File: config.mk
export PLATFORM = sky130hd
export DESIGN_NAME = clk_switch_monitor
export DESIGN_NICKNAME = d
export VERILOG_FILES = /design/src/rtl/clk_switch_monitor_pkg.sv /design/src/rtl/clk_switch_monitor_run_meter.sv /design/src/rtl/clk_switch_monitor.sv
export SDC_FILE = /design/constraint.sdc
export NUM_CORES = 1
export LEC_CHECK = 0
export BUFFER_PORTS_ARGS = -buffer_cell sky130_fd_sc_hd__buf_2
export CORE_MARGIN = 5
export CORE_UTILIZATION = 40
export CTS_BUF_LIST = sky130_fd_sc_hd__clkbuf_2 sky130_fd_sc_hd__clkbuf_4 sky130_fd_sc_hd__clkbuf_8
export DETAILED_ROUTE_END_ITERATION = 8
export GPL_ROUTABILITY_DRIVEN = 0
export SLEW_MARGIN = 25
export SYNTH_ARGS = -nofsm -noshare
export SYNTH_HDL_FRONTEND = slang
export SYNTH_SLANG_ARGS = --single-unit
File: constraint.sdc
create_clock -name clk -period 2.55 [get_ports clk]
set_input_delay 0.1275 -clock clk [delete_from_list [all_inputs] [get_ports clk]]
set_output_delay 0.1275 -clock clk [all_outputs]
set_load 0.05 [all_outputs]
File: src/rtl/clk_switch_monitor_pkg.sv
// Shared types and default timing constants for the switched-clock monitor.
package clk_switch_monitor_pkg;

  typedef enum logic [1:0] {ACQ, LOCK, SWITCH} state_e;
  typedef enum logic [1:0] {M0, M1, SHORT, OTHER} run_cls_e;

  localparam int DEF_CNT_W   = 8;
  localparam int DEF_HALF0   = 8;
  localparam int DEF_HALF1   = 4;
  localparam int DEF_TOL     = 1;
  localparam int DEF_TIMEOUT = 64;

  function automatic logic in_tol(input int len, input int half, input int tol);
    return ((len + tol) >= half) && (len <= (half + tol));
  endfunction

endpackage

File: src/rtl/clk_switch_monitor_run_meter.sv
// Synchronises mon_clk, detects its edges and measures each high/low run in clk cycles.
module run_meter #(
  parameter int CNT_W = 8
) (
  input  logic             clk,
  input  logic             rst,
  input  logic             mon_clk_i,
  output logic             run_done_o,
  output logic             sat_o,
  output logic [CNT_W-1:0] last_run_o
);

  localparam logic [CNT_W-1:0] MAX = {CNT_W{1'b1}};

  logic             s1_q, s2_q, prev_q;
  logic             edge_det;
  logic [CNT_W-1:0] count_q;

  assign edge_det = s2_q ^ prev_q;

  always_ff @(posedge clk) begin
    if (rst) begin
      s1_q       <= 1'b0;
      s2_q       <= 1'b0;
      prev_q     <= 1'b0;
      count_q    <= '0;
      last_run_o <= '0;
      run_done_o <= 1'b0;
      sat_o      <= 1'b0;
    end else begin
      s1_q       <= mon_clk_i;
      s2_q       <= s1_q;
      prev_q     <= s2_q;
      run_done_o <= edge_det;
      sat_o      <= 1'b0;
      if (edge_det) begin
        // The closing cycle belongs to the run, hence +1 (clamped at MAX).
        last_run_o <= (count_q == MAX) ? MAX : count_q + CNT_W'(1);
        count_q    <= '0;
      end else if (count_q != MAX) begin
        count_q <= count_q + CNT_W'(1);
        sat_o   <= (count_q == MAX - CNT_W'(1));
      end
    end
  end

endmodule

File: src/rtl/clk_switch_monitor.sv
// Receive-side checker for the clock switch: classifies mon_clk runs and tracks
// lock/switch progress against the synchronised select.
module clk_switch_monitor
  import clk_switch_monitor_pkg::*;
#(
  parameter int CNT_W   = DEF_CNT_W,
  parameter int HALF0   = DEF_HALF0,
  parameter int HALF1   = DEF_HALF1,
  parameter int TOL     = DEF_TOL,
  parameter int TIMEOUT = DEF_TIMEOUT
) (
  input  logic             clk,
  input  logic             rst,
  input  logic             mon_clk,
  input  logic             select,
  output logic             locked,
  output logic             src_id,
  output logic             switch_done,
  output logic             switch_tmo,
  output logic             glitch,
  output logic             stuck,
  output logic [CNT_W-1:0] last_run
);

  localparam int MINH  = (HALF0 < HALF1) ? HALF0 : HALF1;
  localparam int TMR_W = $clog2(TIMEOUT + 1);

  logic       run_done, sat;
  int         run_len;
  run_cls_e   cls;
  logic       cls_match, cls_src, run_for_sel;
  logic       sel_s1_q, sel_sync_q, sel_prev_q, sel_chg;

  state_e             state_q;
  logic               locked_q, src_q, done_q, tmo_q, glitch_q, stuck_q;
  logic               mcnt_q, msrc_q;
  logic [TMR_W-1:0]   timer_q;

  run_meter #(.CNT_W(CNT_W)) u_meter (
    .clk        (clk),
    .rst        (rst),
    .mon_clk_i  (mon_clk),
    .run_done_o (run_done),
    .sat_o      (sat),
    .last_run_o (last_run)
  );

  assign run_len = int'(last_run);
  assign sel_chg = sel_sync_q ^ sel_prev_q;

  always_comb begin
    cls = OTHER;
    if (in_tol(run_len, HALF1, TOL))      cls = M1;
    else if (in_tol(run_len, HALF0, TOL)) cls = M0;
    else if (run_len < MINH - TOL)        cls = SHORT;
    cls_match   = (cls == M0) || (cls == M1);
    cls_src     = (cls == M1);
    run_for_sel = run_done && cls_match && (cls_src == sel_sync_q);
  end

  always_ff @(posedge clk) begin
    if (rst) begin
      sel_s1_q   <= 1'b0;
      sel_sync_q <= 1'b0;
      sel_prev_q <= 1'b0;
      state_q    <= ACQ;
      locked_q   <= 1'b0;
      src_q      <= 1'b0;
      done_q     <= 1'b0;
      tmo_q      <= 1'b0;
      glitch_q   <= 1'b0;
      stuck_q    <= 1'b0;
      mcnt_q     <= 1'b0;
      msrc_q     <= 1'b0;
      timer_q    <= '0;
    end else begin
      sel_s1_q   <= select;
      sel_sync_q <= sel_s1_q;
      sel_prev_q <= sel_sync_q;
      done_q     <= 1'b0;
      tmo_q      <= 1'b0;
      stuck_q    <= 1'b0;
      glitch_q   <= run_done && (cls == SHORT);
      case (state_q)
        ACQ: if (run_done) begin
          if (cls_match && mcnt_q && (msrc_q == cls_src)) begin
            state_q  <= LOCK;
            src_q    <= cls_src;
            locked_q <= 1'b1;
            mcnt_q   <= 1'b0;
          end else begin
            mcnt_q <= cls_match;
            msrc_q <= cls_src;
          end
        end
        LOCK: begin
          // A run closing alongside the select change is judged as the first SWITCH run.
          if (sel_sync_q != src_q) begin
            state_q  <= SWITCH;
            locked_q <= 1'b0;
            timer_q  <= '0;
            mcnt_q   <= run_for_sel;
          end else if (sat) begin
            stuck_q  <= 1'b1;
            state_q  <= ACQ;
            locked_q <= 1'b0;
            mcnt_q   <= 1'b0;
          end else if (run_done && !(cls_match && (cls_src == src_q))) begin
            state_q  <= ACQ;
            locked_q <= 1'b0;
            mcnt_q   <= 1'b0;
          end
        end
        SWITCH: begin
          if (sel_chg) begin
            timer_q <= '0;
            mcnt_q  <= run_for_sel;
          end else if (timer_q == TMR_W'(TIMEOUT)) begin
            tmo_q   <= 1'b1;
            state_q <= ACQ;
            mcnt_q  <= 1'b0;
          end else begin
            timer_q <= timer_q + TMR_W'(1);
            if (run_for_sel) begin
              if (mcnt_q) begin
                state_q  <= LOCK;
                src_q    <= sel_sync_q;
                locked_q <= 1'b1;
                done_q   <= 1'b1;
                mcnt_q   <= 1'b0;
              end else begin
                mcnt_q <= 1'b1;
              end
            end else if (run_done) begin
              mcnt_q <= 1'b0;
            end
          end
        end
        default: state_q <= ACQ;
      endcase
    end
  end

  assign locked      = locked_q;
  assign src_id      = src_q;
  assign switch_done = done_q;
  assign switch_tmo  = tmo_q;
  assign glitch      = glitch_q;
  assign stuck       = stuck_q;

endmodule

==> results.md <==
Drt:
- Summed over all layers, the routed wires come to 4.42 mm.
- The number of DRC violations after detailed routing is 0.
- The length of the first detailed-routing pass in iterations is 4.
- The vias after detailed routing is 1767.
- In this run the remaining antenna-violating nets after routing total 0.
- The initial detailed-routing violation count is 85.
- The per-cell routed wire length is 13.0 um.
- After detailed routing, the number of vias per cell comes to 5.18.

Clock network:
- For this design, the CTS-stage hold fixing added 0 buffers.
- The longest clock path from root to sink contains 2 buffers.
- Counting every sink on the clock net gives 41.
- Clock latency on the worst-skew pair, taken at its later pin, is 290 ps.
- The H-tree depth is 2.
- The number of buffers added for setup after CTS is 0.
- The number of buffers added by the clock tree synthesis step is 5.
- TritonCTS built the clock tree.
- Clock-pin slew was measured on the worst setup and hold paths at 80 ps.
- The count of cells resized by post-cts repair is 0.
- The master cell of the clock root buffer is sky130_fd_sc_hd__clkbuf_8.

STA:
- After routing, the total negative slack on setup checks comes to 0 ps.
- Setup violations remaining at the end of the flow were counted as 0.
- The maximum achievable frequency is 406 MHz.
- The tightest hold margin is 40.7 ps.
- Setup repair after global routing left no endpoint under its margin.
- The worst max-slew margin expressed relative to the limit is 68.6%.
- The count of pins over their slew limit is 0.
- The hold violation total from the final report was 0.
- For the final database, setup skew stands at 3.91 ps.
- The actual slew at the worst max-slew pin is 470 ps.
- Of the available clock period, the critical path in the final layout requires 96.6%.
- The clock period could shrink to 2460 ps.

Cells and area:
- At the end of the flow, the number of nets in the layout was 285.
- Of the cells placed in the final design, the portion with a size suffix greater than 1 is 18.8%.
- The top cell types in the final layout, fill and taps aside, are sky130_fd_sc_hd__dfxtp_1, sky130_fd_sc_hd__nor2_1, sky130_fd_sc_hd__nand2_1, sky130_fd_sc_hd__buf_2.
- The library cell used most frequently in the layout, excluding fill and tap cells, is sky130_fd_sc_hd__dfxtp_1.
- The synthesis-to-finish area growth is 14.9%.
- 0 antenna diodes ended up in the layout.

Yosys:
- The count of flip-flops with a built-in enable after synthesis is 0.
- Sequential elements use 38.5% of the synthesized area.
- During synthesis, Yosys emitted a total of 0 warnings.
- The synthesized netlist occupies a cell area of 0.00213 mm^2.
- Synthesis produced a netlist with a net count of 260.
- After synthesis the netlist holds a flip-flop and latch count of 41.
- The post-synthesis cell type count is 50.
- The dominant register cell in the synthesized netlist is sky130_fd_sc_hd__dfxtp_1.
- Dividing the synthesized area by the synthesized cell count gives 8.70 um^2.
- Counting every instance in the synthesized netlist gives 245.
- The proportion of synthesized flip-flops having asynchronous set or reset is 0%.

Power and ir drop:
- The peak ir drop on the vdd network is 0.000343 V.
- The total power divided by cell area is 519 mW/mm^2.
- The design draws 1270 uW.
- The leakage component of the power is 0.000993 uW.

Critical path:
- The critical path endpoint is src_id$_SDFFE_PP0P_.
- The depth of the worst register-to-register path is 7.
- The kind of launch point of the worst setup path is a register.
- The type of destination of the critical path is a register.
- The worst register-to-register path begins at u_meter.last_run_o[7]$_SDFFE_PP0P_.
- In this run the critical register-to-register path is captured at src_id$_SDFFE_PP0P_.
- The maximum fanout count along the critical path is 5.
- The critical path class is register to register.
- The slack of the worst reg-to-reg path is 90 ps.
- The start point of the critical path is u_meter.last_run_o[7]$_SDFFE_PP0P_.
- Data on the critical path arrives at its endpoint at 2670 ps.
- STA puts the critical path data required time at 2750 ps.

Status:
- The run finished with clean final reports.

Global route:
- The number of antenna violations at the first check in global routing was 0.
- The total global routing track utilization is 13.3%.
- For this run the aggregate overflow at the end of global routing stands at 0.
- The number of global-route vias before repair was 1699.
- The global-route wire length before repair is 7.67 mm.
- The maximum number of pins on one net before global-route repair is 23.

Flow run:
- The number of max-cap violations is 0.

Worst hold path:
- The class of the tightest hold or removal check is primary input to register.
- The instance count along the most critical hold path is 2.

Die:
- The die is 83.0 um tall.
- Row generation in the floorplan step produced 26 rows.
- The die outline area is 0.00689 mm^2.
- For this configuration, the core starts out at a cell density of 41.5%.
- The die is 83.0 um wide.
- The region available for standard cell placement spans 0.00514 mm^2.
- For this design the top-level I/O count stands at 18.

Placement:
- The total of buffers placed on input and output ports is 17.
- The HPWL after detailed placement is 3.30 mm.
-- synthesized netlist by cell type (all sizes together) (3+ instances only) --
master	number	share of area [%]
o2111ai	3	1.2
ha	11	6.5
xnor2	7	2.9
xor2	8	3.3
nand3b	3	1.1
nand3	6	1.4
nor3	8	1.9
and2	4	1.2
nor2b	9	2.6
inv	11	1.9
a31oi	4	1.9
dfxtp	41	39
a22o	3	1.2
nand2b	4	1.2
nand4	4	1.2
nor2	26	4.6
o21ai	12	2.8
mux2i	6	2.8
o31ai	3	1.7
clkbuf	5	0.88
nand2	22	3.9
a21oi	8	2.1
or2	3	0.88
and3	3	0.88
or3	4	1.2
-- metal layers --
layer  vias up  global-route usage, %  wire, um
met4         0                   4.61        68
met1       814                   17.6      2120
met3         7                   3.86       206
met2        33                   20.4      2030
met5         -                      0         0
li1        913                      -         -
-- cell families (layout without fill, tap and decap cells) --
group	Yosys count	count (layout)	synth area share [%]
AOI/OAI and AO/OA	48	48	16.6
xor gates and xnor gates	15	15	6.17
adders and majority gates	11	11	6.46
buffers and inverters	18	44	3.23
DFF	41	41	38.5
muxes	7	7	3.52
and+or+nand+nor	105	105	25.5
-- critical path, cell delays in order, from the launching register on --
cell and delay (ps):
sky130_fd_sc_hd__dfxtp_2 350, sky130_fd_sc_hd__or4_4 540, sky130_fd_sc_hd__a211o_1 340, sky130_fd_sc_hd__a31oi_4 250, sky130_fd_sc_hd__mux2_4 350, sky130_fd_sc_hd__o22ai_1 220, sky130_fd_sc_hd__a21oi_2 90, sky130_fd_sc_hd__a311oi_1 230
-- metrics by stage --
stage | util (%) | cells | setup slack [ps] | instance area, um^2
4_1_cts | 47.4 | 341 | 58.9 | 2430
6_report | 47.6 | 341 | 85.9 | 2450
3_5_place_dp | 45.7 | 333 | 65.9 | 2350
2_1_floorplan | - | 245 | 6.12 | 2140
5_1_grt | 47.6 | 341 | 10.5 | 2450
3_3_place_gp | 45.7 | 333 | 110 | 2350
-- where the power goes --
| part | internal [uW] | total (uW) | switching (uW) |
|---|---|---|---|
| Sequential | 661 | 683 | 21.6 |
| Combinational | 63.8 | 179 | 115 |
| Clock | 189 | 411 | 222 |
| Total | 914 | 1270 | 358 |
-- cell type report --
| class | count | area (um^2) |
|---|---|---|
| Inverter | 11 | 41.3 |
| Clock buffer | 5 | 68.8 |
| Clock inverter | 3 | 17.5 |
| Sequential cell | 41 | 833 |
| Multi-Input combinational cell | 186 | 1250 |
| Timing Repair Buffer | 25 | 145 |
| Fill cell | 539 | 2690 |
| Tap cell | 70 | 87.6 |
-- registers in the layout (all words and copies together), names as in the netlist, 2 cells and up --
name                count
u_meter.count_q         8
u_meter.last_run_o      8
timer_q                 7
state_q                 2
-- worst min-delay path by stage --
| stage | from | to | slack (ps) |
|---|---|---|---|
| floorplan | select | sel_s1_q$_SDFF_PP0_ | 260 |
| global placement | mon_clk | u_meter.s1_q$_SDFF_PP0_ | 340 |
| detailed placement | mon_clk | u_meter.s1_q$_SDFF_PP0_ | 340 |
| CTS | mon_clk | u_meter.s1_q$_SDFF_PP0_ | 30 |
| global route | mon_clk | u_meter.s1_q$_SDFF_PP0_ | 30 |
| finish | mon_clk | u_meter.s1_q$_SDFF_PP0_ | 40 |
Note: power is estimated with default switching activity, not from simulation.
